--- src/rtl/divider8x4.sv ---
// Sequential restoring divider, DW-bit dividend / VW-bit divisor -> DW-bit quotient, VW-bit remainder.
// Latency: ready rises DW+1 edges after the edge that samples start=0 in LOAD; start/ready level handshake, no backpressure.
// Optional DIV_ZERO_FLAG_EN adds a dz output flagging a latched divisor of zero.
module divider8x4 #(
    parameter int DW = 8,
    parameter int VW = 4
) (
    input  logic          clk,
    input  logic          rst,
    input  logic [DW-1:0] A,
    input  logic [VW-1:0] B,
    input  logic          start,
    output logic          ready,
    output logic [DW-1:0] quo,
    output logic [VW-1:0] rem
`ifdef DIV_ZERO_FLAG_EN
    ,
    output logic          dz
`endif
);

    localparam int CW = $clog2(DW);

    typedef enum logic [1:0] {
        IDLE = 2'd0,
        LOAD = 2'd1,
        CALC = 2'd2,
        DONE = 2'd3
    } state_t;

    state_t          state, state_nxt;
    logic [CW-1:0]   cnt;
    logic [DW-1:0]   dvd;
    logic [VW-1:0]   bsr;
    logic [VW-1:0]   part;
    logic [VW:0]     shifted;
    logic            sub_ok;

    // Partial remainder after each step is < B, so VW bits hold it; the
    // extra bit only lives in the shifted trial value.
    assign shifted = {part, dvd[DW-1]};
    assign sub_ok  = (shifted >= {1'b0, bsr});

    always_ff @(posedge clk or negedge rst) begin
        if (!rst) begin
            state <= IDLE;
        end else begin
            state <= state_nxt;
        end
    end

    always_comb begin
        state_nxt = state;
        case (state)
            IDLE:    if (start) state_nxt = LOAD;
            LOAD:    if (!start) state_nxt = CALC;
            CALC:    if (cnt == CW'(DW - 1)) state_nxt = DONE;
            DONE:    state_nxt = IDLE;
            default: state_nxt = IDLE;
        endcase
    end

    always_ff @(posedge clk or negedge rst) begin
        if (!rst) begin
            cnt   <= '0;
            dvd   <= '0;
            bsr   <= '0;
            part  <= '0;
            ready <= 1'b0;
            quo   <= '0;
            rem   <= '0;
`ifdef DIV_ZERO_FLAG_EN
            dz    <= 1'b0;
`endif
        end else begin
            case (state)
                IDLE: begin
                    if (start) begin
                        dvd   <= A;
                        bsr   <= B;
                        ready <= 1'b0;
`ifdef DIV_ZERO_FLAG_EN
                        dz    <= 1'b0;
`endif
                    end
                end
                LOAD: begin
                    if (start) begin
                        dvd <= A;
                        bsr <= B;
                    end else begin
                        part <= '0;
                        cnt  <= '0;
                    end
                end
                CALC: begin
                    // Quotient bits enter at the bottom as dividend bits leave the top.
                    part <= sub_ok ? VW'(shifted - {1'b0, bsr}) : shifted[VW-1:0];
                    dvd  <= {dvd[DW-2:0], sub_ok};
                    cnt  <= cnt + 1'b1;
                end
                DONE: begin
                    quo   <= dvd;
                    rem   <= (bsr == '0) ? '0 : part;
                    ready <= 1'b1;
`ifdef DIV_ZERO_FLAG_EN
                    dz    <= (bsr == '0);
`endif
                end
                default: ;
            endcase
        end
    end

endmodule

--- config.mk ---
export PLATFORM = sky130hd
export DESIGN_NAME = divider8x4
export DESIGN_NICKNAME = d
export VERILOG_FILES = /design/src/rtl/divider8x4.sv
export SDC_FILE = /design/constraint.sdc
export NUM_CORES = 1
export LEC_CHECK = 0
export BUFFER_PORTS_ARGS = -buffer_cell sky130_fd_sc_hd__buf_2
export CAP_MARGIN = 0
export CORE_MARGIN = 1.5
export CORE_UTILIZATION = 50
export DETAILED_ROUTE_END_ITERATION = 7
export MAX_ROUTING_LAYER = met4
export PLACE_DENSITY = 0.73
export SLEW_MARGIN = 10
export SYNTH_ARGS = -nofsm -noshare
export SYNTH_HDL_FRONTEND = slang
export SYNTH_SLANG_ARGS = --single-unit
--- constraint.sdc ---
create_clock -name clk -period 1.85 [get_ports clk]
set_input_delay 0.0925 -clock clk [delete_from_list [all_inputs] [get_ports clk]]
set_output_delay 0.0925 -clock clk [all_outputs]
set_load 0.005 [all_outputs]
# --- Word-level counts from Yosys, hierarchy flattened ---
# Index checks and enable logic that the tools add are counted.
classes:
  magnitude_cmp: 1
  mux: 14
  reduce_logical: 11
  addsub: 2
  eq_ne: 8
ops:
  columns: ["cell", "n"]
  rows:
  - ["$pmux W8 S2", 1]
  - ["$mux W4", 3]
  - ["$mux W8", 1]
  - ["$pmux W2 S4", 1]
  - ["$pmux W4 S2", 1]
  - ["$reduce_and A2 Y1", 4]
  - ["$mux W2", 3]
  - ["$ne A2 B2 Y1 const B", 3]
  - ["$pmux W3 S2", 1]
  - ["$reduce_bool A2 Y1", 3]
  - ["$ge A5 B4 Y1", 1]
  - ["$eq A2 B2 Y1 const B", 2]
  - ["$logic_not A4 Y1", 1]
  - ["$sub A4 B4 Y4", 1]
  - ["$add A3 B1 Y3 const B", 1]
  - ["$eq A3 B3 Y1 const B", 1]
  - ["$mux W3", 1]
  - ["$reduce_and A3 Y1", 1]
  - ["$eq A2 B1 Y1 const B", 1]
  - ["$logic_not A2 Y1", 1]
  - ["$ne A2 B1 Y1 const B", 1]
  - ["$pmux W1 S2", 1]
  - ["$reduce_or A2 Y1", 1]
  - ["$mux W1", 1]
totals:
  reg_bits: 34
  word_cells: 44
  out_inout_bits: 13

# --- Logic depth before layout (Yosys ltp) ---
# Gate-level depths: netlist of run 1.
depth:
  word_depth: 4
  mapped_depth: 7
  depth_no_buf: 6

# --- Least setup slack after synthesis of run 1 ---
# No wires, ideal clock.
synth_path:
  kind: "register to register"
  startpoint: "register bsr[1]"
  endpoint: "register part[3]"
  required_ns: 1.725
  arrival_ns: 1.619
  stages_incl_launch_ff: 7
  n_path_buf: 0
  path_slack_ns: 0.106
  synth_period_minus_slack_ns: 1.744
  setup_time_ns: 0.125
  path_cell_list: "dfrtp_1 -> inv_1 -> ha_1 -> and3b_1 -> or3_1 -> a211oi_1 -> o31ai_2"
synth_between:
  elab_chain_len: 3
  elab_cells_between_ends: 4
  cone_classes: "add/sub (1); order compare (1); mux (2)"
synth_rtl:
  columns: ["item", "line", "rtl"]
  rows:
  - ["start: declaration", "34", "logic [VW-1:0] bsr;"]
  - ["start signal: assignment", "67", "bsr <= '0;"]
  - ["start signal: assignment", "80", "bsr <= B;"]
  - ["start signal: assignment", "90", "bsr <= B;"]
  - ["$sub A4 B4 Y4 or $ge A5 B4 Y1 (tied branches)", "98, 42", null]
  - ["$mux W4 *", "98", "part <= sub_ok ? VW'(shifted - {1'b0, bsr}) : shifted[VW-1:0];"]
  - ["$pmux W4 S2 *", "76", "case (state)"]
  - ["end signal: assignment", "98", null]
  - ["end: declaration", "35", "logic [VW-1:0] part;"]
# Every way passes the cells marked *; elsewhere a longest branch is shown, timed or not.
# A chain may end at the register's enable or synchronous reset.

# --- Worst setup path after layout of run 1 ---
layout_path:
  startpoint: "register bsr[2]"
  endpoint: "register part[3]"
# The elaborated chain is that of the path after synthesis.

==> flow_summary.json, run 1 <==
{
  "p_leak_nw": 1.02,
  "r2r_end": "part[3]",
  "critPathMaxFanout": 7,
  "outcome": "completed",
  "grt_pass1_wl_um": 5870,
  "cts_tree": "yes",
  "cellPowerDensity_mw_per_mm2": 1870,
  "synth-main-ff-cell": "dfrtp_1",
  "synth_top_area_share_pct": 49.7,
  "worstMarginPinSlew_ps": 721,
  "cts_buffers": 5,
  "startpoint_type": "flop",
  "clockBufferDepth": 2,
  "rr_worst_depth": 7,
  "drt_wl_total_um": 3610,
  "met1_length_um": 1600,
  "hold_viol": 0,
  "fin_nets": 225,
  "yosysSeqAreaShare_pct": 49.7,
  "dr.pass1.iters": 4,
  "max_cap_viol_count": 0,
  "worst-setup-path-type": "flop to flop",
  "final-setup-viol-count": 0,
  "diodes": 0,
  "ir_drop_uv": 869,
  "slew_viol_final": 0,
  "grt_pass1_vias": 1306,
  "gp_congestion": 0.829,
  "chipHeight_um": 61.5,
  "stdcell_count": 246,
  "cts_max_level": 2,
  "portBuffers": 27,
  "cp.arrival_ps": 2110,
  "skew_ps": 9.72,
  "cts_root_buf": "clkbuf_4",
  "grt_max_degree": 35,
  "timing.fmax_ghz": 0.541,
  "final_core_utilization_pct": 64.5,
  "min-delay-start": "A[5]",
  "synthToLayoutAreaGrowth_pct": 24.8,
  "io_pins": 28,
  "die_w_um": 61.5,
  "synthTopCellsByCount": "dfrtp_1, nand2_1, o21ai_0",
  "syn_area_mm2": 0.00171,
  "crit_required_ps": 2110,
  "coreArea_mm2": 0.00331,
  "fin_crit_ps": 1850,
  "dieArea_mm2": 0.00378,
  "async_flop_share_pct": 100,
  "fill_cells": 283,
  "grt_usage_pct": 22.4,
  "cts.sinks": 34,
  "avgRoutedWirePerCell_um": 14.7,
  "vias_per_cell": 5.29,
  "relSlewSlack_pct": 51.9,
  "drive_above_1_share_pct": 37.0,
  "yosysWarnings": 0,
  "worst_hold_path_type": "input port to flop",
  "whs_endpoint": "dvd[5]",
  "initial_core_util_pct": 51.7,
  "first_iter_violations": 49,
  "antenna_found_initial": 0,
  "clk_latency_ps": 340,
  "synth_area_leader_cell": "dfrtp_1",
  "dp.cells": 228,
  "drtAntennaViolNets": 0,
  "dr_wl_met2_um": 1800,
  "dr.max_layer_used": "met4",
  "synth_nets": 177,
  "synth_cell_types": 35,
  "min_period_over_period_pct": 100,
  "ys_ff_latch": 34,
  "whs_ps": 47.6,
  "avgSynthCellArea_um2": 11.3,
  "synthTopCellsByArea": "dfrtp_1, mux2_2, ha_1",
  "postSynthCellCount": 151,
  "drcViolationCount": 0,
  "tns_ps": 0,
  "endpoint_kind": "flop",
  "worstHoldPathCells": 3,
  "synth-edff-count": 0,
  "grt.overflow.total": 0,
  "r2r_start": "bsr[2]",
  "yosysMostFrequentCell": "dfrtp_1",
  "row_count": 21,
  "hpwl_um": 2560,
  "r2r_slack_ps": 0.3,
  "met3_length_um": 118,
  "vias": 1301,
  "clk_pin_slew_worst_paths_ps": 110
}
worst max path at each step:
| stage | startpoint | end | slack, ps |
|---|---|---|---|
| 3_5_place_dp | part[1] | part[2] | -30 |
| 6_report | bsr[2] | part[3] | 0.3 |
| 2_1_floorplan | bsr[1] | part[3] | 110 |
| 4_1_cts | part[1] | part[2] | 5 |
| 5_1_grt | bsr[2] | part[3] | -30 |
| 3_3_place_gp | part[1] | part[2] | 80 |
stage by stage:
stage               power [mW]  setup WS, ps  cell area (um^2)
finish                    4.00         0.285              2140
global route              4.32         -30.7              2140
CTS                       3.81          5.22              2070
detailed placement        3.31         -34.9              1950
global placement          3.17          78.3              1950
floorplan                 2.67           106              1710
final cells by class:
class | instances | area (um^2) | share of cell area, %
clock buffers | 6 | 51.3 | 2.40
inverters | 11 | 41.3 | 1.93
repair buffers | 45 | 283 | 13.2
flip-flops and latches | 34 | 851 | 39.8
well taps | 46 | 57.6 | 2.69
multi-input cells | 102 | 840 | 39.3
clock inverters | 2 | 12.5 | 0.586
critical path: stages (launching register included):
cell	delay (ps)
dfrtp_1	410
inv_1	110
ha_4	230
or2_1	260
a211oi_4	370
buf_4	180
a211oi_2	30
o31ai_2	180
cell families after synthesis:
kind of cell	count (synthesis)	synth area share, %
AO/OA/AOI/OAI	38	16.2
flip-flops	34	49.7
AND/OR/NAND/NOR	31	8.55
multiplexers	21	13.2
buffers and inverters	15	3.44
adder cells (fa/ha/maj)	11	8.48
XOR/XNOR	1	0.512
flip-flops by register name (all words and copies together) (netlist names):
name and flops:
state 2, rem 4, quo 8, part 4, cnt 3, ready 1
dvd 8, bsr 4
metal layers:
metal / up-vias / track usage [%]
met5: - / -
met4: 0 / 7.90
met3: 10 / 5.88
met2: 31 / 37.7
met1: 632 / 25.7
li1: 628 / -
report_power, final:
part	internal [mW]	leakage (nW)	switching (mW)	total, mW
clock	0.183	0.0343	0.264	0.446
sequential	1.09	0.427	0.236	1.33
combinational	1.12	0.562	1.11	2.23
total	2.39	1.02	1.61	4.00
placed cells by master, fill, tap and decap left out, types with 2 or more instances in the layout:
cell type / instances
a22o_1: 3
nor2_1: 5
clkbuf_4: 5
o311ai_1: 2
inv_1: 11
buf_2: 27
nand2_1: 18
ha_1: 8
mux2_2: 12
dfrtp_1: 34
o21ai_0: 13
o21ai_1: 2
o211ai_1: 3
a21oi_1: 4
buf_4: 13
mux2i_1: 9
dlygate4sd3_1: 5
timing repair:
item	in CTS	in global routing
endpoints found under the setup margin	4	5
pin swaps	0	3
resized for setup	1	6
hold buffers	5	0
setup buffers	0	5
endpoints found under the hold margin	38	0
Note: power is estimated with default switching activity, not from simulation.
==> inputs of run 2 (changes only) <==
--- a/config.mk
+++ b/config.mk
@@ -11,7 +11,7 @@
 export CORE_UTILIZATION = 50
 export DETAILED_ROUTE_END_ITERATION = 7
 export MAX_ROUTING_LAYER = met4
-export PLACE_DENSITY = 0.73
+export PLACE_DENSITY = 0.7
 export SLEW_MARGIN = 10
 export SYNTH_ARGS = -nofsm -noshare
 export SYNTH_HDL_FRONTEND = slang
==> constraint.sdc (replaced) <==
create_clock -name clk -period 1.9 [get_ports clk]
set_input_delay 0.095 -clock clk [delete_from_list [all_inputs] [get_ports clk]]
set_output_delay 0.095 -clock clk [all_outputs]
set_load 0.005 [all_outputs]
==> run 2 against run 1 <==
Clock power is 3% lower. Sequential share of layout area is 1.1 points higher. Utilization is 1.7 points lower. Die area stayed put. Final cell count is 1.6% lower. Flip-flop and latch count stayed put. Clock skew hardly changed.
==> flow_summary.json, run 2 (synthesized netlist as in run 1, its figures left out) <==
{
  "synthToLayoutAreaGrowth_pct": 21.6,
  "ir_drop_uv": 835,
  "cts.sinks": 34,
  "busiest_layer": "met2",
  "relSlewSlack_pct": 51.0,
  "dp.cells": 229,
  "initial_core_util_pct": 51.7,
  "cts_max_level": 2,
  "min_period_over_period_pct": 95.6,
  "register_area_um2": 851,
  "clk_latency_ps": 350,
  "timing.fmax_ghz": 0.551,
  "r2r_start": "bsr[2]",
  "met3_usage_pct": 3.78,
  "endpoint_kind": "flop",
  "stdcell_count": 242,
  "hold_viol": 0,
  "io_pins": 28,
  "drtAntennaViolNets": 0,
  "max_cap_viol_count": 0,
  "chipHeight_um": 61.5,
  "clk_pin_slew_worst_paths_ps": 110,
  "slew_viol_final": 0,
  "drive_above_1_share_pct": 34.2,
  "final-setup-viol-count": 0,
  "cts_buffers": 5,
  "fin_crit_ps": 1820,
  "startpoint_type": "flop",
  "cellPowerDensity_mw_per_mm2": 1780,
  "grt_pass1_vias": 1223,
  "fin_nets": 221,
  "p_leak_nw": 1.00,
  "worst_hold_path_type": "input port to flop",
  "dieArea_mm2": 0.00378,
  "grt_util_met2_pct": 32.0,
  "whs_endpoint": "dvd[2]",
  "multi_input_area_um2": 815,
  "min-delay-start": "A[2]",
  "row_count": 21,
  "cp.arrival_ps": 2060,
  "hpwl_um": 2380,
  "p_total_mw": 3.69,
  "fill_cells": 282,
  "antenna_found_initial": 0,
  "grt_use_met1_pct": 26.2,
  "grt_max_degree": 35,
  "r2r_slack_ps": 80,
  "critPathMaxFanout": 4,
  "gp_congestion": 0.910,
  "final_common_cell": "dfrtp_1",
  "tns_ps": 0,
  "rsz0062_at_grt": "false",
  "vias": 1264,
  "rr_worst_depth": 6,
  "coreArea_mm2": 0.00331,
  "worst-setup-path-type": "flop to flop",
  "first_iter_violations": 44,
  "worstHoldPathCells": 3,
  "die_w_um": 61.5,
  "crit_required_ps": 2140,
  "diodes": 0,
  "r2r_end": "part[3]",
  "grt_usage_pct": 20.8,
  "cts_tree": "yes",
  "reg.largest.list": "dvd: 8 flops, quo: 8 flops",
  "clockBufferDepth": 2,
  "worstMarginPinSlew_ps": 735,
  "avgRoutedWirePerCell_um": 13.7,
  "skew_ps": 10.0,
  "grt.overflow.total": 0,
  "cts_root_buf": "clkbuf_4",
  "vias_per_cell": 5.22,
  "final_cell_mix": "dfrtp_1, buf_2, nand2_1",
  "drcViolationCount": 0,
  "portBuffers": 27,
  "grt_pass1_wl_um": 5490,
  "post_cts_buffers": 0,
  "dr.pass1.iters": 4,
  "drt_wl_total_um": 3310,
  "outcome": "completed"
}
-- run 2: layout make-up --
class | instances | share of cell area [%]
Clock buffer | 6 | 2.47
Clock inverter | 2 | 0.601
Inverter | 11 | 1.98
Multi-Input combinational cell | 102 | 39.1
Sequential cell | 34 | 40.9
Tap cell | 46 | 2.77
Timing Repair Buffer | 41 | 12.1
-- run 2: how the worst max path moves through the flow --
stage	end	slack (ps)	cells after the start	startpoint
detailed placement	part[2]	40	5	part[1]
global route	part[3]	10	6	bsr[2]
CTS	part[2]	30	6	bsr[2]
global placement	part[2]	110	6	bsr[2]
floorplan	part[3]	160	6	bsr[1]
finish	part[3]	80	6	bsr[2]
-- run 2: worst max-delay path: stages (launching register included) --
cell and delay (ps):
dfrtp_1 410, inv_1 70, ha_2 290, and3b_1 180
or3_1 340, a211oi_1 340, o31ai_2 90
-- run 2: routing by layer --
metal	wire length, um	vias to the layer above
li1	-	623
met1	1600	602
met2	1530	31
met3	112	8
met4	72	0
met5	0	-
-- run 2: per-stage QoR --
| step | cell area (um^2) | setup slack [ps] | utilization (%) | hold WS, ps |
|---|---|---|---|---|
| final | 2080 | 83.5 | 62.8 | 26.4 |
| after global routing | 2080 | 11.9 | 62.8 | 53.0 |
| after CTS | 2070 | 26.9 | 62.5 | 21.4 |
| after detailed placement | 1950 | 40.5 | 59.0 | 194 |
| after global placement | 1950 | 115 | 59.0 | 186 |
| after floorplan | 1710 | 156 | - | -201 |
-- run 2: power by group --
part / leakage, nW / switching, mW / internal, mW
logic: 0.540 / 0.995 / 0.982
clock network: 0.0343 / 0.256 / 0.178
registers: 0.427 / 0.219 / 1.06
total: 1.00 / 1.47 / 2.22
-- run 2: timing repair --
action,CTS,global route
hold buffers,5,0
endpoints found under the hold margin,38,0
endpoints found under the setup margin,0,5
resized for setup,0,3
==> inputs of run 3 (changes only) <==
--- a/config.mk
+++ b/config.mk
@@ -11,7 +11,7 @@
 export CORE_UTILIZATION = 50
 export DETAILED_ROUTE_END_ITERATION = 7
 export MAX_ROUTING_LAYER = met4
-export PLACE_DENSITY = 0.7
+export PLACE_DENSITY = 0.79
 export SLEW_MARGIN = 10
 export SYNTH_ARGS = -nofsm -noshare
 export SYNTH_HDL_FRONTEND = slang
==> run 3 against run 2 <==
Hold slack improved by 17 ps. Setup slack got worse by 18 ps. Sequential share of layout area rose by 0.17 points. Critical path depth shrank 1. Fmax down 0.97%. Clock power decreased by 4%. Design area decreased by 0.42%. Critical endpoint is now part[2]. Largest cell class unchanged. Sequential power about the same. Global-route usage is 0.24 points higher. Clock-buffer cell count is 1 higher.
==> flow_summary.json, run 3 (synthesized netlist as in run 1, its figures left out) <==
{
  "outcome": "completed",
  "grt_usage_pct": 21.1,
  "cts_max_level": 2,
  "hold_viol": 0,
  "final-setup-viol-count": 0,
  "initial_core_util_pct": 51.7,
  "vias_per_cell": 5.14,
  "ir_drop_uv": 893,
  "antenna_found_initial": 0,
  "max_cap_viol_count": 0,
  "sw_frac_of_total_pct": 39.8,
  "crit_required_ps": 2100,
  "fin_crit_ps": 1830,
  "die_w_um": 61.5,
  "cts_tree": "yes",
  "slew_viol_final": 0,
  "worst-setup-path-type": "flop to flop",
  "cts_root_buf": "clkbuf_4",
  "internal_power_mw": 2.21,
  "endpoint_kind": "flop",
  "cpMaxStageDelayCell": "dfrtp_1",
  "skew_ps": 9.20,
  "final_cell_mix": "dfrtp_1, buf_2, nand2_1",
  "reg.largest.list": "dvd: 8 flops, quo: 8 flops",
  "worstMarginPinSlew_ps": 757,
  "vias": 1238,
  "dr.pass1.iters": 4,
  "p_leak_nw": 1.00,
  "drt_wl_total_um": 3280,
  "final_core_utilization_pct": 62.6,
  "power.switching_mw": 1.46,
  "stdcell_count": 241,
  "io_pins": 28,
  "drcViolationCount": 0,
  "tns_ps": 0,
  "chipHeight_um": 61.5,
  "coreArea_mm2": 0.00331,
  "min_period_over_period_pct": 96.5,
  "final_common_cell": "dfrtp_1",
  "cpLargestDelayFamily": "simple AND/OR/NAND/NOR gates",
  "grt_max_degree": 35,
  "cp.arrival_ps": 2040,
  "startpoint_type": "flop",
  "synthToLayoutAreaGrowth_pct": 21.1,
  "drive_above_1_share_pct": 33.3,
  "gp_congestion": 1.02,
  "pwr-share-clk_pct": 11.3,
  "clockBufferDepth": 2,
  "fin_nets": 220,
  "row_count": 21,
  "slowest_delay_ps": 430,
  "drtAntennaViolNets": 0,
  "cts.sinks": 34,
  "timing.fmax_ghz": 0.545,
  "grt.overflow.total": 0,
  "seqPwrFrac_pct": 35.5,
  "power_frac_comb_pct": 53.2,
  "dieArea_mm2": 0.00378,
  "diodes": 0,
  "first_iter_violations": 31,
  "cp_cell_sequence": "ha_1 -> or2_1 -> a211oi_4 -> or2_4 -> o311ai_1",
  "relSlewSlack_pct": 49.6,
  "critPathMaxFanout": 7,
  "portBuffers": 27,
  "avgRoutedWirePerCell_um": 13.6,
  "worst_hold_path_type": "input port to flop",
  "cellPowerDensity_mw_per_mm2": 1770,
  "fill_cells": 282,
  "grt_pass1_vias": 1274,
  "whs_ps": 43.1,
  "path_buf_inv": 0,
  "grt_pass1_wl_um": 5580,
  "hpwl_um": 2340,
  "dp.cells": 227,
  "clk_latency_ps": 330,
  "clk_pin_slew_worst_paths_ps": 110,
  "cts_buffers": 5
}
## run 3: changes by cell type in the layout (fill, tap and decap cells not counted)
cell and change:
a211oi_1 -1, a211oi_2 +1, buf_4 -1, clkbuf_1 +1, clkinvlp_4 -1, ha_1 +1
ha_2 -1
## run 3: layout make-up
| class | count | area [um^2] | area share, % |
|---|---|---|---|
| Multi-Input combinational cell | 102 | 817 | 39.4 |
| Inverter | 11 | 41.3 | 1.99 |
| Timing Repair Buffer | 40 | 245 | 11.8 |
| Clock inverter | 1 | 5.00 | 0.242 |
| Tap cell | 46 | 57.6 | 2.78 |
| Sequential cell | 34 | 851 | 41.1 |
| Clock buffer | 7 | 55.1 | 2.66 |
## run 3: final timing paths
kind	start	endpoint	slack, ps	cells past startpoint
setup / recovery	part[1]	part[2]	70	5
max in group asynchronous	rst	quo[0]	1050	2
setup reg to reg	part[1]	part[2]	70	5
hold / removal	A[6]	dvd[6]	40	3
hold reg to reg	quo[1]	quo[1]	510	1
min in group asynchronous	rst	rem[1]	360	2
## run 3: power by group through the flow
stage	Clock (mW)	Sequential, mW	Combinational [mW]
2_1_floorplan	0	1.28	1.32
3_3_place_gp	0	1.29	1.79
3_5_place_dp	0	1.31	1.87
4_1_cts	0.431	1.30	1.87
5_1_grt	0.459	1.34	2.18
6_report	0.415	1.30	1.95
## run 3: layer usage
layer | track usage [%] | up-vias | share of wire (%)
met5 | - | - | 0
met1 | 26.4 | 580 | 47
li1 | - | 625 | -
met2 | 32.6 | 26 | 47
met4 | 9.73 | 0 | 2.4
met3 | 4.41 | 7 | 3.7
## run 3: worst min-delay path, delay by kind of cell
| kind | cells | cell delay [ps] |
|---|---|---|
| compound gates | 1 | 130 |
| buf+inv | 1 | 70 |
| mux | 1 | 50 |
## run 3: metrics by stage
step                      area (um^2)  setup WS (ps)  power, mW
after floorplan                  1710            156       2.60
after global placement           1940            114       3.08
after detailed placement         1940           39.6       3.17
after CTS                        2050           17.3       3.60
after global routing             2070          -7.69       3.98
final                            2070           65.7       3.66
## run 3: repair_timing
item                                    CTS  global route
setup buffers                             0             1
hold endpoints to repair                 38             0
endpoints found under the setup margin    0             5
gates resized for setup                   0             3
hold buffers                              5             0
